## src/rtl/mtimer_clint.sv

```systemverilog
// mtimer_clint: memory-mapped 64-bit machine timer (mtime/mtimecmp) and software interrupt (msip)
// behind a single-outstanding request/ack bus, producing registered MTIP and MSIP lines.
module mtimer_clint #(
    parameter int XLEN     = 32,
    parameter int ADDR_W   = 16,
    parameter int PRESCALE = 1
) (
    input  logic              i_clk,
    input  logic              i_rst,
    input  logic              i_req,
    input  logic              i_we,
    input  logic [ADDR_W-1:0] i_addr,
    input  logic [XLEN-1:0]   i_wdata,
    output logic [XLEN-1:0]   o_rdata,
    output logic              o_ack,
    output logic              o_err,
    output logic              o_timer_irq,
    output logic              o_soft_irq
);
    localparam int PW = PRESCALE > 1 ? $clog2(PRESCALE) : 1;
    localparam logic [ADDR_W-1:0] A_MSIP  = ADDR_W'(16'h0000);
    localparam logic [ADDR_W-1:0] A_CMPLO = ADDR_W'(16'h4000);
    localparam logic [ADDR_W-1:0] A_CMPHI = ADDR_W'(16'h4004);
    localparam logic [ADDR_W-1:0] A_TLO   = ADDR_W'(16'hBFF8);
    localparam logic [ADDR_W-1:0] A_THI   = ADDR_W'(16'hBFFC);

    typedef enum logic {IDLE, RESP} state_t;

    state_t            state_q, state_d;
    logic [PW-1:0]     presc_q, presc_d;
    logic [63:0]       mtime_q, mtime_d, cmp_q, cmp_d;
    logic [31:0]       hi_q, hi_d;
    logic [XLEN-1:0]   rdata_q, rdata_d, rd_val;
    logic              msip_q, msip_d, err_q, err_d, tirq_q, sirq_q;
    logic              accept, wr, tick, s_msip, s_clo, s_chi, s_tlo, s_thi;

    always_comb begin
        accept  = state_q == IDLE && i_req;
        state_d = accept ? RESP : IDLE;
        wr      = accept && i_we;
        s_msip  = i_addr == A_MSIP;
        s_clo   = i_addr == A_CMPLO;
        s_chi   = i_addr == A_CMPHI;
        s_tlo   = i_addr == A_TLO;
        s_thi   = i_addr == A_THI;
        tick    = presc_q == PW'(PRESCALE - 1);
        presc_d = tick ? '0 : presc_q + 1'b1;
        // a write to either half wins over the tick, so no carry leaks into the other half
        mtime_d = wr && s_tlo ? {mtime_q[63:32], i_wdata} :
                  wr && s_thi ? {i_wdata, mtime_q[31:0]} : mtime_q + {63'd0, tick};
        cmp_d   = wr && s_clo ? {cmp_q[63:32], i_wdata} :
                  wr && s_chi ? {i_wdata, cmp_q[31:0]} : cmp_q;
        msip_d  = wr && s_msip ? i_wdata[0] : msip_q;
        hi_d    = accept && !i_we && s_tlo ? mtime_q[63:32] : hi_q;
        rd_val  = s_msip ? {{(XLEN-1){1'b0}}, msip_q} :
                  s_clo  ? cmp_q[31:0] :
                  s_chi  ? cmp_q[63:32] :
                  s_tlo  ? mtime_q[31:0] :
                  s_thi  ? hi_q : '0;
        rdata_d = accept && !i_we ? rd_val : '0;
        err_d   = accept && !(s_msip || s_clo || s_chi || s_tlo || s_thi);
    end

    always_ff @(posedge i_clk or negedge i_rst) begin
        if (!i_rst) begin
            state_q <= IDLE;
            presc_q <= '0;
            mtime_q <= '0;
            cmp_q   <= '1;
            msip_q  <= 1'b0;
            hi_q    <= '0;
            rdata_q <= '0;
            err_q   <= 1'b0;
            tirq_q  <= 1'b0;
            sirq_q  <= 1'b0;
        end else begin
            state_q <= state_d;
            presc_q <= presc_d;
            mtime_q <= mtime_d;
            cmp_q   <= cmp_d;
            msip_q  <= msip_d;
            hi_q    <= hi_d;
            rdata_q <= rdata_d;
            err_q   <= err_d;
            tirq_q  <= mtime_q >= cmp_q;
            sirq_q  <= msip_q;
        end
    end

    assign o_ack       = state_q == RESP;
    assign o_rdata     = rdata_q;
    assign o_err       = err_q;
    assign o_timer_irq = tirq_q;
    assign o_soft_irq  = sirq_q;
endmodule
```

## config.mk

```make
export PLATFORM = sky130hd
export DESIGN_NAME = mtimer_clint
export DESIGN_NICKNAME = d
export VERILOG_FILES = /design/src/rtl/mtimer_clint.sv
export SDC_FILE = /design/constraint.sdc
export NUM_CORES = 1
export LEC_CHECK = 0
export ABC_AREA = 1
export CAP_MARGIN = 20
export CORE_UTILIZATION = 59
export DETAILED_ROUTE_END_ITERATION = 7
export PLACE_DENSITY = 0.8
export RECOVER_POWER = 100
export SLEW_MARGIN = 40
export SYNTH_ARGS = -nofsm -noshare
export SYNTH_HDL_FRONTEND = slang
export SYNTH_SLANG_ARGS = --single-unit
```

## constraint.sdc

```tcl
create_clock -name i_clk -period 2 [get_ports i_clk]
set_input_delay 0.4 -clock i_clk [delete_from_list [all_inputs] [get_ports i_clk]]
set_output_delay 0.4 -clock i_clk [all_outputs]
set_load 0.02 [all_outputs]
```

==> summary.txt, run 1 <==
Route
  – DR vias: 13.1k
  – Vias per cell: 5.83
  – DRT Wirelength: 44.1 mm
  – Wirelength per Cell: 19.6 um
  – Antenna Nets Post-Route: 0
  – Initial DRC count: 1153
  – Drt first pass iters: 7
  – DRC viols: 0

Timing
  – Max Clock Skew: 0.0142 ns
  – Setup violators final: 0
  – Crit path time final: 1.99 ns
  – Final Hold Fails: 0
  – Worst rel slew slack: 29.6%
  – Period utilization: 99.3%
  – Fmax: 503 MHz
  – RSZ-0062 raised after global routing: true
  – Max-slew violations: 0
  – Worst slew pin tran: 1.06 ns

Worst setup path
  – Slowest cell on crit path: nor3_2
  – Worst EP arrival: 2.31 ns
  – Crit Path Max Fanout: 4
  – Critical-path cell list: ha_1 -> nand2_1 -> nor2_4 -> nand2_2 -> buf_4 -> nor3_2 -> nand3_1 -> nand2_1 -> nand2_1 -> nand2_1 -> nand3_1
  – Startpoint Class: flop
  – WP data required: 2.32 ns
  – FF-to-FF setup slack: 0.01 ns
  – CP max stage delay: 0.39 ns
  – Most frequent CP cell: nand2_1
  – CP Capture Type: flop
  – Critical path type: reg -> reg

Logic synthesis
  – Synth Flop Type: dfrtp_1
  – Mapped Avg Cell Area: 7.16 um2
  – Area leader, netlist: dfrtp_1
  – Yosys warnings: 0
  – Mapped Nets: 1872
  – Largest cells by area after synthesis: dfrtp_1 26%, nand2_1 17%, dfstp_2 13%
  – Async set-reset flop share out of synthesis: 100%
  – Most numerous cell in the Yosys netlist: nand2_1
  – Seq/Total Area, Yosys: 39.9%
  – EDFF count, synth: 0
  – Yosys reg bits: 197
  – Cell variety after synth: 44
  – Mapped Area: 0.0126 mm2
  – Synthesized instance count: 1755
  – Synth top area share: 26.5%
  – Synth cell count leaders: 582 x nand2_1, 239 x inv_1, 133 x dfrtp_1

GRT
  – Total GRT Usage: 41.8%
  – Number of global-route vias before repair: 13.0k
  – Global-route wire length before repair: 69.4 mm
  – Pin count of the biggest net entering global routing: 60
  – Initial antenna violation count: 0
  – GR Overflow Total: 0

Floorplanning
  – Die height: 148 um
  – Total core area: 0.0210 mm2
  – # rows: 53
  – IO Count: 88
  – Die Span X: 148 um
  – Initial Util: 60.0%
  – Die area: 0.0219 mm2

CTS
  – Root Driver: clkbuf_16
  – Clock sinks: 197
  – H-Tree Depth: 4
  – Worst-Skew Late Latency: 0.45 ns
  – CTS tree: yes
  – Clock buffer count from CTS: 17
  – Clock transition at the registers of the reported paths: 0.08 ns
  – Clk buf depth: 2

Power and ir drop
  – Leak pwr: 7.32 nW
  – Total design power: 8.13 mW
  – Pwr Density: 524 mW/mm2
  – Max IR drop VDD: 501 uV

Status
  – Status: finished clean

Finish
  – Util after Layout: 74.0%
  – Post-route insts no fill: 2248
  – Synth-to-layout area growth: 23.4%
  – N_diodes: 0
  – Layout cells sized above 1: 16.3%
  – Net count, final: 2077

Place
  – Detailed placer's ending HPWL: 34.0 mm
  – # port buffers: 87
  – Placed Cells: 2212
  – RePlAce Congestion: 1.00

Worst hold path
  – Hold crit path type: reg -> reg

Job
  – Maxcap violations: 0
## power breakdown
part           internal (mW)  switching, mW  total [mW]  leakage [nW]
Sequential              4.02         0.0584        4.08          2.46
Combinational          0.249          0.370       0.619          4.58
Clock                   1.68           1.75        3.43         0.273
Total                   5.96           2.18        8.13          7.32
## logic make-up after synthesis
kind of cell	synth area share, %
adders and majority gates	6.47
xor gates and xnor gates	1.12
AOI/OAI and AO/OA	10.8
DFF	39.9
and+or+nand+nor	32.3
buffers and inverters	9.48
## flip-flops by register name, summed over array words and instances, names as in the netlist
register	flops
mtime_q	64
msip_q	1
o_ack	1
o_err	1
o_timer_irq	1
o_rdata	32
hi_q	32
cmp_q	64
o_soft_irq	1
## metrics by stage
step | hold WS (ns) | area (um2) | worst slack [ns] | setup TNS, ns
3_3_place_gp | 0.347 | 15000 | -0.239 | -20.68
6_report | 0.411 | 15500 | 0.0136 | 0
3_5_place_dp | 0.346 | 15000 | -0.307 | -36.32
2_1_floorplan | 0.104 | 12600 | 0.364 | 0
5_1_grt | 0.421 | 15500 | -0.0480 | -0.593
4_1_cts | 0.418 | 15600 | 0.00219 | 0
## worst max-delay path, delay by kind of cell (launching register included)
family,cells,cell delay (ns)
simple gates,9,1.18
flops,1,0.35
fa+ha+maj,1,0.20
buf+inv,1,0.14
## what timing repair did
action                                  CTS  global route
hold endpoints to repair                 23             0
setup buffers                             0             3
gates resized for setup                   0            30
endpoints found under the setup margin    0            23
hold buffers                              1             0
## cell type report
type	instances	area (um2)
clock buffer	20	447
clock inverter	12	114
fill	1632	5450
inverter	250	940
multi-input combinational	1254	6400
sequential	197	5020
tap	275	344
timing repair buffer	240	2240
## cells in the final DEF (no fill, tap or decap), types with 16 or more instances in the layout
cell             synthesis  layout
nor2_1                 123     115
dfrtp_1                133     125
a21oi_1                 66      66
nand4_1                 64      64
nor2_2                  12      20
clkdlybuf4s50_1          0      50
buf_4                    0     112
o21ai_0                 55      67
dlygate4sd3_1            0      37
o211ai_1                28      28
buf_12                   0      16
nand2_1                582     585
o21ai_1                 63      51
clkbuf_16                0      17
nand3_1                 76      74
o22ai_1                 22      22
inv_1                  239     240
dfstp_2                 64      64
ha_1                    65      65
nor3_1                  24      21
## metal layers
layer | part of all wire, % | wire length, um | track usage [%]
met5 | 0 | 0 | 0
met4 | 4.3 | 1880 | 18.9
met3 | 8.7 | 3850 | 6.98
met2 | 47 | 20700 | 69.6
met1 | 40 | 17700 | 53.2
## final timing paths
path / start / endpoint / depth (start not counted)
worst max-delay path: mtime_q[1] / mtime_q[56] / 11
worst max register to register: mtime_q[1] / mtime_q[56] / 11
min in group asynchronous: i_rst / o_rdata[7] / 2
worst min-delay path: msip_q / o_soft_irq / 0
worst min register to register: msip_q / o_soft_irq / 0
max in group asynchronous: i_rst / mtime_q[23] / 3
(Power assumes the default switching activity.)
==> run 2: changes to the inputs <==
--- a/config.mk
+++ b/config.mk
@@ -6,7 +6,7 @@
 export NUM_CORES = 1
 export LEC_CHECK = 0
 export ABC_AREA = 1
-export CAP_MARGIN = 20
+export CORE_MARGIN = 8
 export CORE_UTILIZATION = 59
 export DETAILED_ROUTE_END_ITERATION = 7
 export PLACE_DENSITY = 0.8
==> run 2 against run 1 <==
- sequential cell count is the same
- setup slack gained 0.046 ns
- via count grew 3.5%
- power grew 2.1%
- largest cell class unchanged
- routed wire length grew 3.2%
- critical path type is now in -> reg
- global-route usage shrank 7.4 points
==> summary.txt, run 2 (same netlist as run 1, synthesis figures left out) <==
Worst setup path
  – Crit Path Max Fanout: 30 (was 4)
  – Critical path type: in -> reg (was reg -> reg)
  – FF-to-FF setup slack: 0.08 ns (was 0.01 ns)
  – WP data required: 2.37 ns (was 2.32 ns)
  – FF-to-FF End: o_timer_irq (was mtime_q[56])
  – Launching point of the worst reg2reg path: cmp_q[53] (was mtime_q[1])
  – Worst EP arrival: 2.31 ns (about the same)
  – CP Capture Type: flop (unchanged)
  – FF-to-FF path depth: 9 (was 11)
  – Startpoint Class: input pin (was flop)

Timing
  – Final Hold Fails: 0 (unchanged)
  – Worst slew pin tran: 0.941 ns (was 1.06 ns)
  – Worst rel slew slack: 37.3% (was 29.6%)
  – Total negative slack: 0 ns (unchanged)
  – Fmax: 515 MHz (was 503 MHz)
  – Setup ws final: 0.0594 ns (was 0.0136 ns)
  – Max Clock Skew: 0.00856 ns (was 0.0142 ns)
  – Crit path time final: 1.94 ns (was 1.99 ns)
  – Period utilization: 97.0% (was 99.3%)
  – Max-slew violations: 0 (unchanged)
  – Setup violators final: 0 (unchanged)
  – RSZ-0062 raised after global routing: true (unchanged)

Route
  – Antenna Nets Post-Route: 0 (unchanged)
  – Drt first pass iters: 5 (was 7)
  – Vias per cell: 5.98 (was 5.83)
  – DRC viols: 0 (unchanged)
  – Wirelength per Cell: 20.1 um (was 19.6 um)
  – DR vias: 13.6k (was 13.1k)
  – Initial DRC count: 1563 (was 1153)
  – DRT Wirelength: 45.5 mm (was 44.1 mm)

Power and ir drop
  – Clock network fraction of design power: 42.9% (was 42.2%)
  – Gate power share: 8.1% (was 7.6%)
  – Switching share of power: 26.6% (was 26.8%)
  – Leak pwr: 7.51 nW (was 7.32 nW)
  – Pwr Density: 527 mW/mm2 (was 524 mW/mm2)
  – Flop pwr share: 48.9% (was 50.2%)
  – Max IR drop VDD: 486 uV (was 501 uV)
  – Sw power: 2.21 mW (was 2.18 mW)
  – Internal power: 6.09 mW (was 5.96 mW)

Place
  – Pre-CTS setup slack: -0.252 ns (was -0.307 ns)
  – DP Area: 0.0151 mm2 (was 0.0150 mm2)
  – Detailed placer's ending HPWL: 35.2 mm (was 34.0 mm)
  – Placed Cells: 2232 (was 2212)
  – # port buffers: 87 (unchanged)
  – RePlAce Congestion: 1.00 (about the same)

GRT
  – Initial antenna violation count: 0 (unchanged)
  – Global-route wire length before repair: 70.6 mm (was 69.4 mm)
  – M3 GR Usage: 5.97% (was 6.98%)
  – Total GRT Usage: 34.4% (was 41.8%)
  – Number of global-route vias before repair: 13.5k (was 13.0k)
  – GRT met1 Usage: 43.3% (was 53.2%)
  – Met2 usage: 56.5% (was 69.6%)
  – GR Overflow Total: 0 (unchanged)
  – Pin count of the biggest net entering global routing: 65 (was 60)
  – GRT Max-Usage Layer: met2 (unchanged)

Status
  – Status: finished clean (unchanged)

Worst hold path
  – Min-delay src: msip_q (unchanged)
  – Worst Hold Endpoint: o_soft_irq (unchanged)
  – Hold crit path type: reg -> reg (unchanged)
  – Hold path depth: 0 (unchanged)

Finish
  – Layout cells sized above 1: 17.7% (was 16.3%)
  – Post-route insts no fill: 2268 (was 2248)
  – Synth-to-layout area growth: 25.5% (was 23.4%)
  – Commonest non-fill, non-tap cell in the layout: nand2_1 (unchanged)
  – N_diodes: 0 (unchanged)
  – Most frequent cells in the layout: 582 x nand2_1, 239 x inv_1, 139 x buf_4, 122 x dfrtp_1, 115 x nor2_1 (was 585 x nand2_1, 240 x inv_1, 125 x dfrtp_1, 115 x nor2_1, 112 x buf_4)
  – Cell area after layout: 0.0158 mm2 (was 0.0155 mm2)
  – Net count, final: 2097 (was 2077)
  – Fill count: 1560 (was 1632)
  – Biggest regs: cmp_q (64), mtime_q (64) (unchanged)
  – Util after Layout: 75.2% (was 74.0%)

Floorplanning
  – Die Span X: 162 um (was 148 um)
  – # rows: 53 (unchanged)
  – Total core area: 0.0210 mm2 (unchanged)
  – Initial Util: 60.0% (unchanged)
  – Die height: 162 um (was 148 um)
  – Die area: 0.0262 mm2 (was 0.0219 mm2)
  – IO Count: 88 (unchanged)

CTS
  – Worst-Skew Late Latency: 0.45 ns (about the same)
  – Clk buf depth: 2 (unchanged)
  – Clock transition at the registers of the reported paths: 0.08 ns (about the same)
  – H-Tree Depth: 4 (unchanged)
  – Clock sinks: 197 (unchanged)
  – Clock buffer count from CTS: 17 (unchanged)
  – Root Driver: clkbuf_16 (unchanged)
  – CTS tree: yes (unchanged)

Job
  – Maxcap violations: 0 (unchanged)
-- run 2: worst max-delay path by stage --
stage | startpoint | end | slack, ns
global placement | i_addr[1] | mtime_q[51] | -0.16
global route | mtime_q[0] | o_timer_irq | -0.008
finish | i_addr[1] | cmp_q[47] | 0.06
CTS | cmp_q[55] | o_timer_irq | 0.00001
floorplan | mtime_q[1] | mtime_q[62] | 0.36
detailed placement | i_addr[3] | hi_q[15] | -0.25
-- run 2: layout make-up --
type / instances / area (um2) / area share (%)
flip-flops and latches: 197 / 5020 / 31.9
well taps: 275 / 344 / 2.18
multi-input cells: 1254 / 6480 / 41.1
inverters: 250 / 938 / 5.95
clock inverters: 14 / 165 / 1.05
clock buffers: 18 / 429 / 2.72
repair buffers: 260 / 2380 / 15.1
-- run 2: critical path: stages --
cell and delay, ns:
clkdlybuf4s50_1 0.40, nor2_1 0.29, nand3_1 0.16, clkbuf_4 0.16, nor2_1 0.09, nand2_1 0.09
inv_2 0.13, nand2_1 0.10, buf_4 0.25, o21ai_1 0.21
-- run 2: metal layers --
layer | share of wire (%) | vias to the layer above
met2 | 47 | 823
li1 | - | 6107
met4 | 4.4 | 0
met5 | 0 | -
met1 | 39 | 6467
met3 | 9.1 | 171
-- run 2: per-stage QoR --
stage	hold slack (ns)	total power, mW
after floorplan	0.104	4.41
after global placement	0.394	4.79
after detailed placement	0.423	4.81
after CTS	0.447	8.29
after global routing	0.454	8.51
final	0.444	8.30
-- run 2: repair_timing --
item	in CTS	in global routing
endpoints found under the hold margin	39	0
setup endpoints to repair	2	27
hold buffers	1	0
setup buffers	0	3
pin swaps	0	13
gates resized for setup	2	40
gates cloned	0	0
-- run 2: power by group through the flow --
stage	sequential [mW]	clock, mW	combinational (mW)
4_1_cts	4.06	3.56	0.677
3_3_place_gp	4.13	0	0.652
6_report	4.06	3.56	0.676
3_5_place_dp	4.14	0	0.673
5_1_grt	4.07	3.70	0.739
2_1_floorplan	4.15	0	0.264
